`config.mk`:
```
export PLATFORM = sky130hd
export DESIGN_NAME = instr_fetch
export DESIGN_NICKNAME = d
export VERILOG_FILES = /design/src/rtl/instr_fetch_pkg.sv /design/src/rtl/instr_fetch_ifid.sv /design/src/rtl/instr_fetch.sv
export SDC_FILE = /design/constraint.sdc
export NUM_CORES = 1
export LEC_CHECK = 0
export ABC_AREA = 1
export CAP_MARGIN = 20
export CORE_UTILIZATION = 25
export DETAILED_ROUTE_END_ITERATION = 6
export HOLD_SLACK_MARGIN = 0.15
export PLACE_DENSITY = 0.6
export SLEW_MARGIN = 20
export SYNTH_ARGS = -nofsm -noshare
export SYNTH_HDL_FRONTEND = slang
export SYNTH_HIERARCHICAL = 1
export SYNTH_SLANG_ARGS = --single-unit
```
`constraint.sdc`:
```
create_clock -name clk -period 3.01 [get_ports clk]
set_input_delay 0.301 -clock clk [delete_from_list [all_inputs] [get_ports clk]]
set_output_delay 0.301 -clock clk [all_outputs]
set_load 0.01 [all_outputs]
```
`src/rtl/instr_fetch_pkg.sv`:
```
// Shared pipeline types and constants for the fetch/decode boundary.
// Holds the reset PC, bubble word, fetch FSM encoding and IF/ID record.
package instr_fetch_pkg;

  localparam logic [31:0] RESET_PC = 32'h0000_3000;
  localparam logic [31:0] NOP_WORD = 32'h0000_0000;

  typedef logic [1:0] state_t;

  localparam state_t BOOT = 2'd0;
  localparam state_t RUN  = 2'd1;
  localparam state_t HALT = 2'd2;

  typedef struct packed {
    logic [31:0] instr;
    logic [31:0] pc4;
    logic        valid;
  } ifid_t;

endpackage

```
`src/rtl/instr_fetch_ifid.sv`:
```
// IF/ID pipeline register with hold, bubble and load controls.
// Ports: clk, rst, hold, bubble, load, d (incoming record), q (latched).
module ifid_reg
  import instr_fetch_pkg::*;
#(
  parameter logic [31:0] NOP_WORD = instr_fetch_pkg::NOP_WORD
) (
  input  logic  clk,
  input  logic  rst,
  input  logic  hold,
  input  logic  bubble,
  input  logic  load,
  input  ifid_t d,
  output ifid_t q
);

  // Bubble keeps pc4 so a held-then-squashed slot stays traceable.
  always_ff @(posedge clk) begin
    if (rst) begin
      q.instr <= NOP_WORD;
      q.pc4   <= 32'd0;
      q.valid <= 1'b0;
    end else if (hold) begin
      q <= q;
    end else if (bubble) begin
      q.instr <= NOP_WORD;
      q.valid <= 1'b0;
    end else if (load) begin
      q <= d;
    end
  end

endmodule

```
`src/rtl/instr_fetch.sv`:
```
// Instruction-fetch stage: PC, next-PC select, fetch FSM, fault detect.
// Ports: stall/flush/redirect controls, imem addr/data, IF/ID outputs.
module instr_fetch
  import instr_fetch_pkg::*;
#(
  parameter logic [31:0] RESET_PC  = instr_fetch_pkg::RESET_PC,
  parameter int          IM_AWIDTH = 10,
  parameter logic [31:0] NOP_WORD  = instr_fetch_pkg::NOP_WORD
) (
  input  logic                 clk,
  input  logic                 rst,
  input  logic                 stall,
  input  logic                 flush,
  input  logic                 redirect,
  input  logic [31:0]          redirect_pc,
  output logic [IM_AWIDTH-1:0] im_addr,
  input  logic [31:0]          im_dout,
  output logic [31:0]          pc,
  output logic [31:0]          ifid_instr,
  output logic [31:0]          ifid_pc4,
  output logic                 ifid_valid,
  output logic                 fetch_fault
);

  state_t      state;
  state_t      state_nx;
  logic [31:0] pc_nx;
  logic [31:0] pc_inc;
  logic [31:0] pc_tgt;
  logic        tgt_bad;
  logic        fault_set;
  logic        hold;
  logic        bubble;
  logic        load;
  ifid_t       ifid_d;
  ifid_t       ifid_q;

  assign im_addr = pc[IM_AWIDTH+1:2];
  assign pc_inc  = pc + 32'd4;
  assign pc_tgt  = redirect ? redirect_pc : pc_inc;

  // Window is the 2^IM_AWIDTH-word region sharing RESET_PC's upper bits;
  // running off the top therefore faults instead of wrapping.
  assign tgt_bad =
    (pc_tgt[1:0] != 2'b00) ||
    (pc_tgt[31:IM_AWIDTH+2] != RESET_PC[31:IM_AWIDTH+2]);

  always_comb begin
    state_nx  = state;
    pc_nx     = pc;
    fault_set = 1'b0;
    hold      = 1'b0;
    bubble    = 1'b0;
    load      = 1'b0;
    unique case (state)
      BOOT: begin
        hold     = 1'b1;
        state_nx = RUN;
      end
      RUN: begin
        unique case (1'b1)
          stall: begin
            hold   = ~flush;
            bubble = flush;
          end
          default: begin
            bubble = redirect | flush;
            load   = ~(redirect | flush);
            if (tgt_bad) begin
              fault_set = 1'b1;
              state_nx  = HALT;
            end else begin
              pc_nx = pc_tgt;
            end
          end
        endcase
      end
      HALT: begin
        hold   = stall;
        bubble = ~stall;
      end
      default: begin
        state_nx = HALT;
        bubble   = 1'b1;
      end
    endcase
  end

  always_ff @(posedge clk) begin
    if (rst) begin
      state       <= BOOT;
      pc          <= RESET_PC;
      fetch_fault <= 1'b0;
    end else begin
      state <= state_nx;
      pc    <= pc_nx;
      if (fault_set) fetch_fault <= 1'b1;
    end
  end

  assign ifid_d.instr = im_dout;
  assign ifid_d.pc4   = pc_inc;
  assign ifid_d.valid = 1'b1;

  ifid_reg #(
    .NOP_WORD (NOP_WORD)
  ) u_ifid (
    .clk    (clk),
    .rst    (rst),
    .hold   (hold),
    .bubble (bubble),
    .load   (load),
    .d      (ifid_d),
    .q      (ifid_q)
  );

  assign ifid_instr = ifid_q.instr;
  assign ifid_pc4   = ifid_q.pc4;
  assign ifid_valid = ifid_q.valid;

endmodule

```
Yosys cells after proc, flatten, opt, wreduce, memory -nomap -nowiden. Cells that the tools add are included.

Input port bits: 69. Output and inout port bits: 108. Bits in registers: 100. Logic and storage cells: 44.

Reduce and logical (&&, ||, !) cells: 8. Eq/ne operators: 5. Mux-type cells: 16. $add $sub $neg: 1. Bitwise logic cells: 8.

Operator list (number): $mux 65 (1); $mux 32 (2); $add 32x3->32 const B (1); $ne 20x2->1 const B (1); $reduce_and 3->1 (3); $mux 1 (8); $not 1->1 (7); $pmux 1 s3 (2); $pmux 2 s3 (1); $mux 2 (2); $ne 2x2->1 const B (2); $reduce_bool 2->1 (2); $eq 2x1->1 const B (1); $eq 2x2->1 const B (1); $logic_not 2->1 (1); $reduce_and 2->1 (1); $logic_or 1x1->1 (1); $or 1x1->1 (1).

Longest topological paths before layout. Gate-level depths: netlist of run 1.

Depth in word-level cells: 7. Gate-level depth with buffers: 18.

Hierarchy. Netlist of run 1, hierarchy kept.

Modules (own cells, without submodules): instr_fetch (cells an instance 509, times used 1, area each 2834.0 sq um); ifid_reg (cells an instance 325, times used 1, area each 2608.8 sq um).

Least setup slack after synthesis of run 1. No wires, ideal clock.

Path type: register -> register. Start point: register pc[3]. End point: register pc[10]. Clock period less this slack: 2.180 ns. Path buffers: 1. Data required time: 2.897 ns. Arrival time: 2.067 ns. Path slack: 0.830 ns. Cell stages (with the launch flop): 16. Cells stage by stage: dfxtp_1 -> ha_1 -> nand3_1 -> nor2_2 -> inv_1 -> nor2_1 -> nand2_1 -> nand2_1 -> nand3_1 -> nand2_1 -> nand3b_4 -> nor2_4 -> nand3_4 -> buf_2 -> nor2_1 -> nor2_1.

Word-level cells in the longest chain between the ends: 6.

Ends and longest elaborated chain: start, declared (RTL line instr_fetch.sv:18) `output logic [31:0] pc,`; start signal, assigned (RTL line instr_fetch.sv:96) `pc <= pc_nx;`; $add 32x3->32 * (RTL line instr_fetch.sv:39) `assign pc_inc = pc + 32'd4;`; $mux 32 * (RTL line instr_fetch.sv:40) `assign pc_tgt = redirect ? redirect_pc : pc_inc;`; $ne 20x2->1 (RTL line instr_fetch.sv:46) `(pc_tgt[31:IM_AWIDTH+2] != RESET_PC[31:IM_AWIDTH+2]);`; $logic_or 1x1->1 (RTL line instr_fetch.sv:45) `(pc_tgt[1:0] != 2'b00) ||`; $not 1->1 (no source line); $reduce_and 3->1 (no source line).

Mark *: on every way between the ends. The rest lies on a longest branch, timed or not. A chain may end at the register's enable or synchronous reset.

Worst setup path after layout of run 1.
Start point: register pc[2]. End point: register pc[11].

Word-level cells in the longest chain between the ends: 6.

Ends and longest elaborated chain: $add 32x3->32 (RTL line instr_fetch.sv:39); named net pc_inc[30] (RTL line instr_fetch.sv:28) `logic [31:0] pc_inc;`; $mux 32 (RTL line instr_fetch.sv:40); $ne 20x2->1 (RTL line instr_fetch.sv:46); $logic_or 1x1->1 (RTL line instr_fetch.sv:45); $not 1->1 (no source line); $reduce_and 3->1 (no source line).

The timed path passes the listed nets, and every way through them passes these cells.

==> results of run 1 <==
==> cells by family (layout without fill, tap and decap cells) <==
| logic type | after synthesis | in the layout | share of synthesized area, % |
|---|---|---|---|
| other | 1 | 1 | 0.06890 |
| flip-flops | 100 | 100 | 36.78 |
| AND/OR/NAND/NOR | 558 | 560 | 46.57 |
| XOR/XNOR | 9 | 9 | 1.448 |
| adder cells (fa/ha/maj) | 1 | 1 | 0.2298 |
| buffers and inverters | 119 | 272 | 10.55 |
| AO/OA/AOI/OAI | 46 | 46 | 4.345 |
==> metal layers <==
layer  routed length (um)  global-route usage (%)
met5                    0                       0
met4                  279                   4.235
met3                 1158                   3.841
met2                 8265                   26.27
met1                 8355                   20.49
==> metrics by stage <==
step | power [W] | instance area, um^2 | hold slack (ps)
final | 0.003088 | 7746 | 462.0
after global routing | 0.003220 | 7746 | 473.6
after CTS | 0.003138 | 7706 | 464.4
after detailed placement | 0.001699 | 7345 | 453.3
after global placement | 0.001699 | 7345 | 448.6
after floorplan | 0.001546 | 5443 | 370.1
==> power groups by stage <==
stage / Sequential, W / Clock [W] / Combinational [W]
4_1_cts: 0.00134 / 0.00147 / 0.000330
2_1_floorplan: 0.00137 / 0 / 0.000172
6_report: 0.00134 / 0.00142 / 0.000329
3_3_place_gp: 0.00137 / 0 / 0.000329
3_5_place_dp: 0.00137 / 0 / 0.000328
5_1_grt: 0.00134 / 0.00152 / 0.000361
==> how the worst max path moves through the flow <==
stage | from | endpoint | slack, ps | depth (start not counted)
after floorplan | pc[3]$_SDFFE_PP0P_ | pc[10]$_SDFFE_PP0P_ | 830 | 15
after global placement | pc[3]$_SDFFE_PP0P_ | pc[10]$_SDFFE_PP0P_ | 210 | 14
after detailed placement | pc[2]$_SDFFE_PP0P_ | pc[8]$_SDFFE_PP0P_ | 140 | 14
after CTS | pc[2]$_SDFFE_PP0P_ | pc[8]$_SDFFE_PP0P_ | 130 | 14
after global routing | pc[2]$_SDFFE_PP0P_ | pc[4]$_SDFFE_PP0P_ | 30 | 15
final | pc[2]$_SDFFE_PP0P_ | pc[11]$_SDFFE_PP0P_ | 250 | 12
==> final cells by class <==
class,count,area [um^2],area share [%]
Tap cell,275,344.1,4.442
Timing Repair Buffer,191,1874,24.20
Clock buffer,9,225.2,2.907
Inverter,66,247.7,3.198
Multi-Input combinational cell,617,2917,37.65
Clock inverter,6,136.4,1.761
Sequential cell,100,2002,25.84
==> synth_stat cells (all sizes together) <==
cell type	number
nand3	85
nand4	5
and2	5
or2	9
conb	1
ha	1
nand3b	40
o21ai	8
o21bai	1
nor3	1
a21oi	37
inv	66
xor2	8
xnor2	1
clkbuf	10
buf	43
nor2	149
nand2	264
dfxtp	100
==> sequential cells by signal, indices dropped and copies added, names as in the netlist <==
register / flops
pc: 32
fetch_fault: 1
state: 2
u_ifid/q: 65
==> repair_timing <==
| item | CTS | global route |
|---|---|---|
| hold endpoints to repair | 0 | 0 |
| gates resized for setup | 0 | 3 |
| setup buffers | 0 | 0 |
| endpoints found under the setup margin | 0 | 30 |
==> worst max-delay path: cells and delay by family, from the launching register on <==
kind                     cells  cell delay, ps
adder cells (fa/ha/maj)      1             270
AND/OR/NAND/NOR              9            1590
flip-flops                   1             450
XOR/XNOR                     1             190
AO/OA/AOI/OAI                1             200
==> cell usage in the layout, fill, tap and decap left out, types with 2 or more instances in the layout <==
cell / netlist / routed
sky130_fd_sc_hd__a21oi_1: 37 / 37
sky130_fd_sc_hd__and2_1: 5 / 5
sky130_fd_sc_hd__buf_4: 14 / 15
sky130_fd_sc_hd__bufinv_16: 0 / 4
sky130_fd_sc_hd__clkbuf_16: 0 / 9
sky130_fd_sc_hd__clkdlybuf4s50_1: 0 / 176
sky130_fd_sc_hd__dfxtp_1: 100 / 100
sky130_fd_sc_hd__inv_1: 65 / 65
sky130_fd_sc_hd__nand2_1: 262 / 262
sky130_fd_sc_hd__nand2_2: 2 / 2
sky130_fd_sc_hd__nand3_1: 74 / 74
sky130_fd_sc_hd__nand3_2: 10 / 10
sky130_fd_sc_hd__nand3_4: 1 / 3
sky130_fd_sc_hd__nand3b_1: 39 / 39
sky130_fd_sc_hd__nand4_1: 5 / 5
sky130_fd_sc_hd__nor2_1: 137 / 137
sky130_fd_sc_hd__nor2_2: 7 / 5
sky130_fd_sc_hd__nor2_4: 5 / 7
sky130_fd_sc_hd__o21ai_0: 4 / 4
sky130_fd_sc_hd__o21ai_1: 3 / 3
sky130_fd_sc_hd__or2_2: 9 / 9
sky130_fd_sc_hd__xor2_1: 8 / 8
==> metrics list, run 1 <==
- Power spread over the standard cell area amounts to 398.7 nW/um^2.
- Prior to clock tree synthesis, the placed netlist has a worst setup slack of 141.7 ps.
- The clock reaches the later pin of the worst-skew pair after 350 ps.
- In the post-synthesis netlist, the biggest area contributors are sky130_fd_sc_hd__dfxtp_1 37%, sky130_fd_sc_hd__nand2_1 18%, sky130_fd_sc_hd__nor2_1 9.4%.
- CORE AREA: 21,150 um^2
- Count of synthesis-stage warnings from yosys: 6
* Final slew viol count: 0
- Slowest-stage cell, CP: sky130_fd_sc_hd__dfxtp_1
- Dominant cell type by area after synthesis: sky130_fd_sc_hd__dfxtp_1
* Routed vias/inst: 4.413
- The number of nets in the synthesized netlist is 904.
* Post-cts hold buffer count: 0
* Antenna violations before repair: 0
- Clock power frac: 46.0%
* Synthesized instance count: 834
* Utilization after layout: 36.62%
- Along the worst hold path, the cell count comes to 2.
- In this run the horizontal extent of the chip is 149.6 um.
- In the final layout, the share of cells above drive strength 1 is 7.078%.
- In this design, the stage delay of the slowest critical-path cell is 450 ps.
- The die is 149.6 um tall.
- Static timing analysis puts the maximum clock frequency at 362.2 MHz.
- The signal on the critical path passes through ha_1, nand3_1, nor2_1, nand2_1, xnor2_1, o21bai_1, nand2_1, nor2_4, nand3_4, nand2_1, nand2_1, nor2_1.
- Proportion of power drawn by combinational gates: 10.7%
* Pin count of the biggest net entering global routing: 46
- Level count of the clock H-tree: 3
* Overall overflow remaining after global route: 0
- At the pin with the least slew margin, the transition time is 552.8 ps.
- The smallest clock period supported by the final layout is computed as 2761 ps.
* Yosys reg bits: 100
- The final-report hold violation count was 0.
- Power dissipated by switching net loads: 0.0007103 W
* Worst hold-check path type: reg -> reg
* Critical Path Most Common Cell: sky130_fd_sc_hd__nand2_1
- The startpoint identified for the worst hold timing path is u_ifid/q[43]$_SDFFE_PP0P_.
- After layout, the worst setup slack is 248.9 ps.
- In the final timing run, aggregate negative setup slack is 0 ps.
* Max transition margin: 63.15%
- Number of I/O port buffers: 176
- Via count of the first global-routing pass: 5,212
- The run finished with clean final reports.
* Number of search-and-repair iterations in the first detailed-routing pass: 4
* Global placement routability congestion: 0.8597
- Cell count after placement: 1,247
- In this run the clock root is driven by a sky130_fd_sc_hd__clkbuf_16.
- HPWL after DPL: 13.64 mm
* RSZ-0062 raised after global routing: no
- CTS tree: built
* Clk sinks: 100
* Net count reported at finish: 1,055
* Max Buffers Root-to-Sink: 2
- DRC Markers: 0
- Mapped Area: 5443 um^2
- Vias after detailed routing: 5,578
* Register-to-Register Path Depth: 12
- VDD IR-drop max: 0.2406 mV
- Worst Skew: 7.245 ps
- Clock-pin slew was measured on the worst setup and hold paths at 70 ps.
- Data required time at the worst endpoint: 3300 ps
- Sequential cells account for 43.4% of the total power.
- Kind of end point of the critical path: flip-flop
- Max-cap violations in this run came to 0.
- Of all nets on the critical path, the largest fanout is 20.
* Global-route wire length before repair: 27.49 mm
- Dividing the detail-routed wire length by the instance count gives 14.29 um.
- Reg-to-reg setup timing slack: 250 ps
- The first routing iteration left 290 violations.
* Crit path DAT: 3050 ps
- Fill cell instance count of the final layout: 2,221
- TritonCTS created 9 clock buffers.
* Final critical-path share of the clock period: 91.73%
- Once detail routing completed, the nets flagged for antenna violations numbered 0.
- Cell internal power was estimated by the tool at 0.002378 W.
- STA classifies the critical path startpoint as a flip-flop.
- IO Pins: 177
* Synthesized area per cell: 6.526 um^2
- In the global route stage, overall resource usage came out at 15.90%.
- Summing the sequential cell areas from Yosys gives 36.78% of the chip area.
- Of the total power, the share spent switching nets is 23.00%.
- Number of cell rows: 53
- The setup path with the least slack is of type reg -> reg.
* Die Area: 22,370 um^2
- Starting utilization of the core area: 25.73%
- Total wire length after detailed routing: 18.06 mm
* Lkg Pwr: 3.118 nW
* Unique masters post-synth: 32
- 0 antenna diodes ended up in the layout.
- In this run the critical register-to-register path is launched from pc[2]$_SDFFE_PP0P_.
- In this run the biggest area consumer among cell types represents 36.78% of the synthesized area.
- Endpoint of the worst-slack reg-to-reg timing path: pc[11]$_SDFFE_PP0P_
* Setup violators final: 0
* Final non-filler cell total: 1,264
- End point of the most critical hold path: u_ifid/q[43]$_SDFFE_PP0P_
- From synthesis to final layout, the design area changed by 42.32%.
No activity file was read; power rests on OpenSTA's default activity.
==> run 2, diff against run 1 <==
--- a/config.mk
+++ b/config.mk
@@ -6,6 +6,7 @@
 export NUM_CORES = 1
 export LEC_CHECK = 0
 export ABC_AREA = 1
+export ABC_CLOCK_PERIOD_IN_PS = 3010
 export CAP_MARGIN = 20
 export CORE_UTILIZATION = 25
 export DETAILED_ROUTE_END_ITERATION = 6
==> results of run 2 <==
No change in the layout: final DEF, timing and power equal those of run 1.
==> run 3, diff against run 2 <==
--- a/config.mk
+++ b/config.mk
@@ -6,12 +6,12 @@
 export NUM_CORES = 1
 export LEC_CHECK = 0
 export ABC_AREA = 1
-export ABC_CLOCK_PERIOD_IN_PS = 3010
+export ABC_CLOCK_PERIOD_IN_PS = 2310
 export CAP_MARGIN = 20
 export CORE_UTILIZATION = 25
 export DETAILED_ROUTE_END_ITERATION = 6
 export HOLD_SLACK_MARGIN = 0.15
-export PLACE_DENSITY = 0.6
+export PLACE_DENSITY = 0.61
 export SLEW_MARGIN = 20
 export SYNTH_ARGS = -nofsm -noshare
 export SYNTH_HDL_FRONTEND = slang
==> constraint.sdc (replaced) <==
create_clock -name clk -period 2.31 [get_ports clk]
set_input_delay 0.231 -clock clk [delete_from_list [all_inputs] [get_ports clk]]
set_output_delay 0.231 -clock clk [all_outputs]
set_load 0.01 [all_outputs]
==> run 3 against run 2 <==
Count of clock-buffer cells in the layout up 1. Clock power up 7%. Non-clock buffer count up 46. Utilization up 3.1 points. Global-route usage up 0.46 points. Worst hold slack worse by 23 ps. Register-to-register slack worse by 210 ps. Via count up 3.8%. Critical path depth up 4. Combinational power up 39%. Cell area up 8.4%. Power up 20%. Critical endpoint is now pc[3]$_SDFFE_PP0P_. Highest routed layer unchanged.
==> metrics list, run 3 (synthesized netlist as in run 1, its figures left out) <==
- Number of maximum-capacitance violations: 0
* Worst hold-check path type: in -> reg
- Routed length per instance: 14.20 um
* Timing-limited maximum frequency: 440.1 MHz
* Clock latency on the worst-skew pair: 360 ps
- Data required time at the worst endpoint: 2600 ps
- Final slew viol count: 0
- Place WS: -0.9344 ps
- Vias after detailed routing: 5,790
* Layout cells sized above 1: 18.47%
- In this run the critical register-to-register path is launched from pc[3]$_SDFFE_PP0P_.
- CORE AREA: 21,150 um^2
* Cell count after placement: 1,281
* Routed vias/inst: 4.423
- VDD IR-drop max: 0.2919 mV
* Endpoint of the worst-slack reg-to-reg timing path: pc[3]$_SDFFE_PP0P_
- The die is 149.6 um wide.
* Final hold violation count: 0
* Total wire length after detailed routing: 18.58 mm
- Antenna fix cells: 0
* Reg-to-reg setup timing slack: 40 ps
- Clock-pin slew was measured on the worst setup and hold paths at 70 ps.
* Slowest-stage cell, CP: sky130_fd_sc_hd__dfxtp_4
- Entering global routing, the biggest net connects 42 pins.
* CTS tree: built
* Crit path DAT: 2570 ps
- Max Buffers Root-to-Sink: 2
* Final WS setup: 37.84 ps
- Detailed placement finished with a half-perimeter wire length of 14.01 mm.
* Total global routing track utilization: 16.36%
- Via count of the first global-routing pass: 5,361
- Die Area: 22,370 um^2
* Number of I/O port buffers: 176
- Dividing total power by cell area gives a power density of 441.1 nW/um^2.
* Largest Register: u_ifid/q
- Start point of the worst min-delay path: im_dout[28]
- The root buffer cell chosen for the clock tree is sky130_fd_sc_hd__clkbuf_16.
- Utilization after layout: 39.71%
- Starting utilization of the core area: 25.73%
- CTS built an H-tree with a depth of 3.
* Run status: finished clean
- Kind of end point of the critical path: flip-flop
* Worst-path cell chain: ha_4, inv_4, nor2_4, nand3_2, nand2_1, nand3_1, nand2_1, nand3_1, nor2_1, nand2_1, nor2_4, nand3_4, clkbuf_16, nand2_1, nand2_1, nor2_1
- Antenna violations before repair: 0
* Top flop regs: u_ifid/q x65, pc x32, state x2
- Clk sinks: 100
- In this run the static leakage power is 3.454 nW.
- Number of cell rows: 53
- 177 I/O pins were placed.
- Global-route wire length before repair: 28.16 mm
- In the final design database the tool counted 1,099 nets.
* Setup violators final: 0
- The largest single stage delay on the critical path is 390 ps.
- Register-to-Register Path Depth: 16
- Setup repair after global routing could not meet its margin everywhere.
- The critical path is of the reg -> reg type.
- Largest fanout on the critical path: 5
- Along the worst hold path, the cell count comes to 3.
- Top library cells by usage in the layout, fill and taps aside: 243 x sky130_fd_sc_hd__nand2_1, 176 x sky130_fd_sc_hd__clkdlybuf4s50_1, 113 x sky130_fd_sc_hd__nor2_1, 75 x sky130_fd_sc_hd__dfxtp_1, 70 x sky130_fd_sc_hd__nand3_1
* Final critical-path share of the clock period: 98.36%
- Buffers inserted to repair hold after CTS numbered 0.
- Clock skew on the completed layout was measured at 8.021 ps.
* Final critical-path required period: 2272 ps
* Overall overflow remaining after global route: 0
- Number of search-and-repair iterations in the first detailed-routing pass: 5
* Worst hold slack after final layout: 439.3 ps
* Number of routed nets with antenna violations: 0
- Most common library cell in the layout ignoring fill and taps: sky130_fd_sc_hd__nand2_1
- For hold timing, the worst endpoint is u_ifid/q[61]$_SDFFE_PP0P_.
- DRC Markers: 0
* Die extent in y: 149.6 um
* TritonCTS Buffers: 9
- Excluding fillers, the count of instances in the completed layout stands at 1,309.
* Number of flip-flops in the largest register: 65
- Count of routing violations after the opening detailed-route iteration: 284
- Startpoint types: flip-flop
- Critical Path Most Common Cell: sky130_fd_sc_hd__nand2_1
- Global placement routability congestion: 0.8683
* Layout Area Growth over Synthesis: 54.32%
[run 3: cell count changes in the layout (fill, tap and decap cells not counted), sizes merged]
cell    before  now
buf         15   58
clkbuf       9   13
bufinv       4    0
clkinv       0    1
nand3       87   85
inv         67   70
[run 3: routing by layer]
| layer | GRT usage [%] | vias to the layer above | wire (um) |
|---|---|---|---|
| met5 | 0 | - | 0 |
| li1 | - | 2982 | - |
| met4 | 3.878 | 0 | 274 |
| met1 | 21.24 | 2611 | 8484 |
| met3 | 3.963 | 19 | 1141 |
| met2 | 27.04 | 178 | 8683 |
[run 3: worst max-delay path: cells and delay by family (launching register included)]
| family | cells | cell delay [ps] |
|---|---|---|
| buffers and inverters | 2 | 260 |
| DFF | 1 | 390 |
| adders and majority gates | 1 | 170 |
| and+or+nand+nor | 13 | 1380 |
[run 3: how the worst max path moves through the flow]
stage / startpoint / to / slack [ps] / depth (start not counted)
6_report: pc[3]$_SDFFE_PP0P_ / pc[3]$_SDFFE_PP0P_ / 40 / 16
5_1_grt: pc[3]$_SDFFE_PP0P_ / pc[6]$_SDFFE_PP0P_ / -110 / 18
4_1_cts: pc[2]$_SDFFE_PP0P_ / pc[5]$_SDFFE_PP0P_ / 6 / 17
3_5_place_dp: redirect / pc[8]$_SDFFE_PP0P_ / -0.9 / 13
3_3_place_gp: redirect / pc[11]$_SDFFE_PP0P_ / -10 / 14
2_1_floorplan: pc[3]$_SDFFE_PP0P_ / pc[10]$_SDFFE_PP0P_ / 130 / 15
[run 3: power breakdown]
group / switching (W) / total [W] / internal, W
sequential: 0.00000764 / 0.00173 / 0.00172
clock: 0.000737 / 0.00152 / 0.000782
combinational: 0.000237 / 0.000457 / 0.000220
total: 0.000981 / 0.00370 / 0.00272
[run 3: area by class of cell]
type,instances,area [um^2]
clock buffer,10,239.0
multi-input combinational,615,3099
sequential,100,2066
timing repair buffer,237,2347
tap,275,344.1
inverter,66,250.2
fill,2182,12750
clock inverter,6,53.80
[run 3: through the flow]
stage               TNS [ps]  total power [W]  area [um^2]
finish                     0         0.003705         8399
global route           -2348         0.003869         8399
CTS                        0         0.003779         7971
detailed placement   -0.9344         0.002242         7675
global placement      -12.09         0.002243         7675
floorplan                  0         0.002014         5443
[run 3: timing repair]
action	CTS	global route
setup endpoints to repair	5	35
resized for setup	2	106
buffers inserted	0	9
cloned	0	3
pin swaps	0	8
endpoints found under the hold margin	0	0
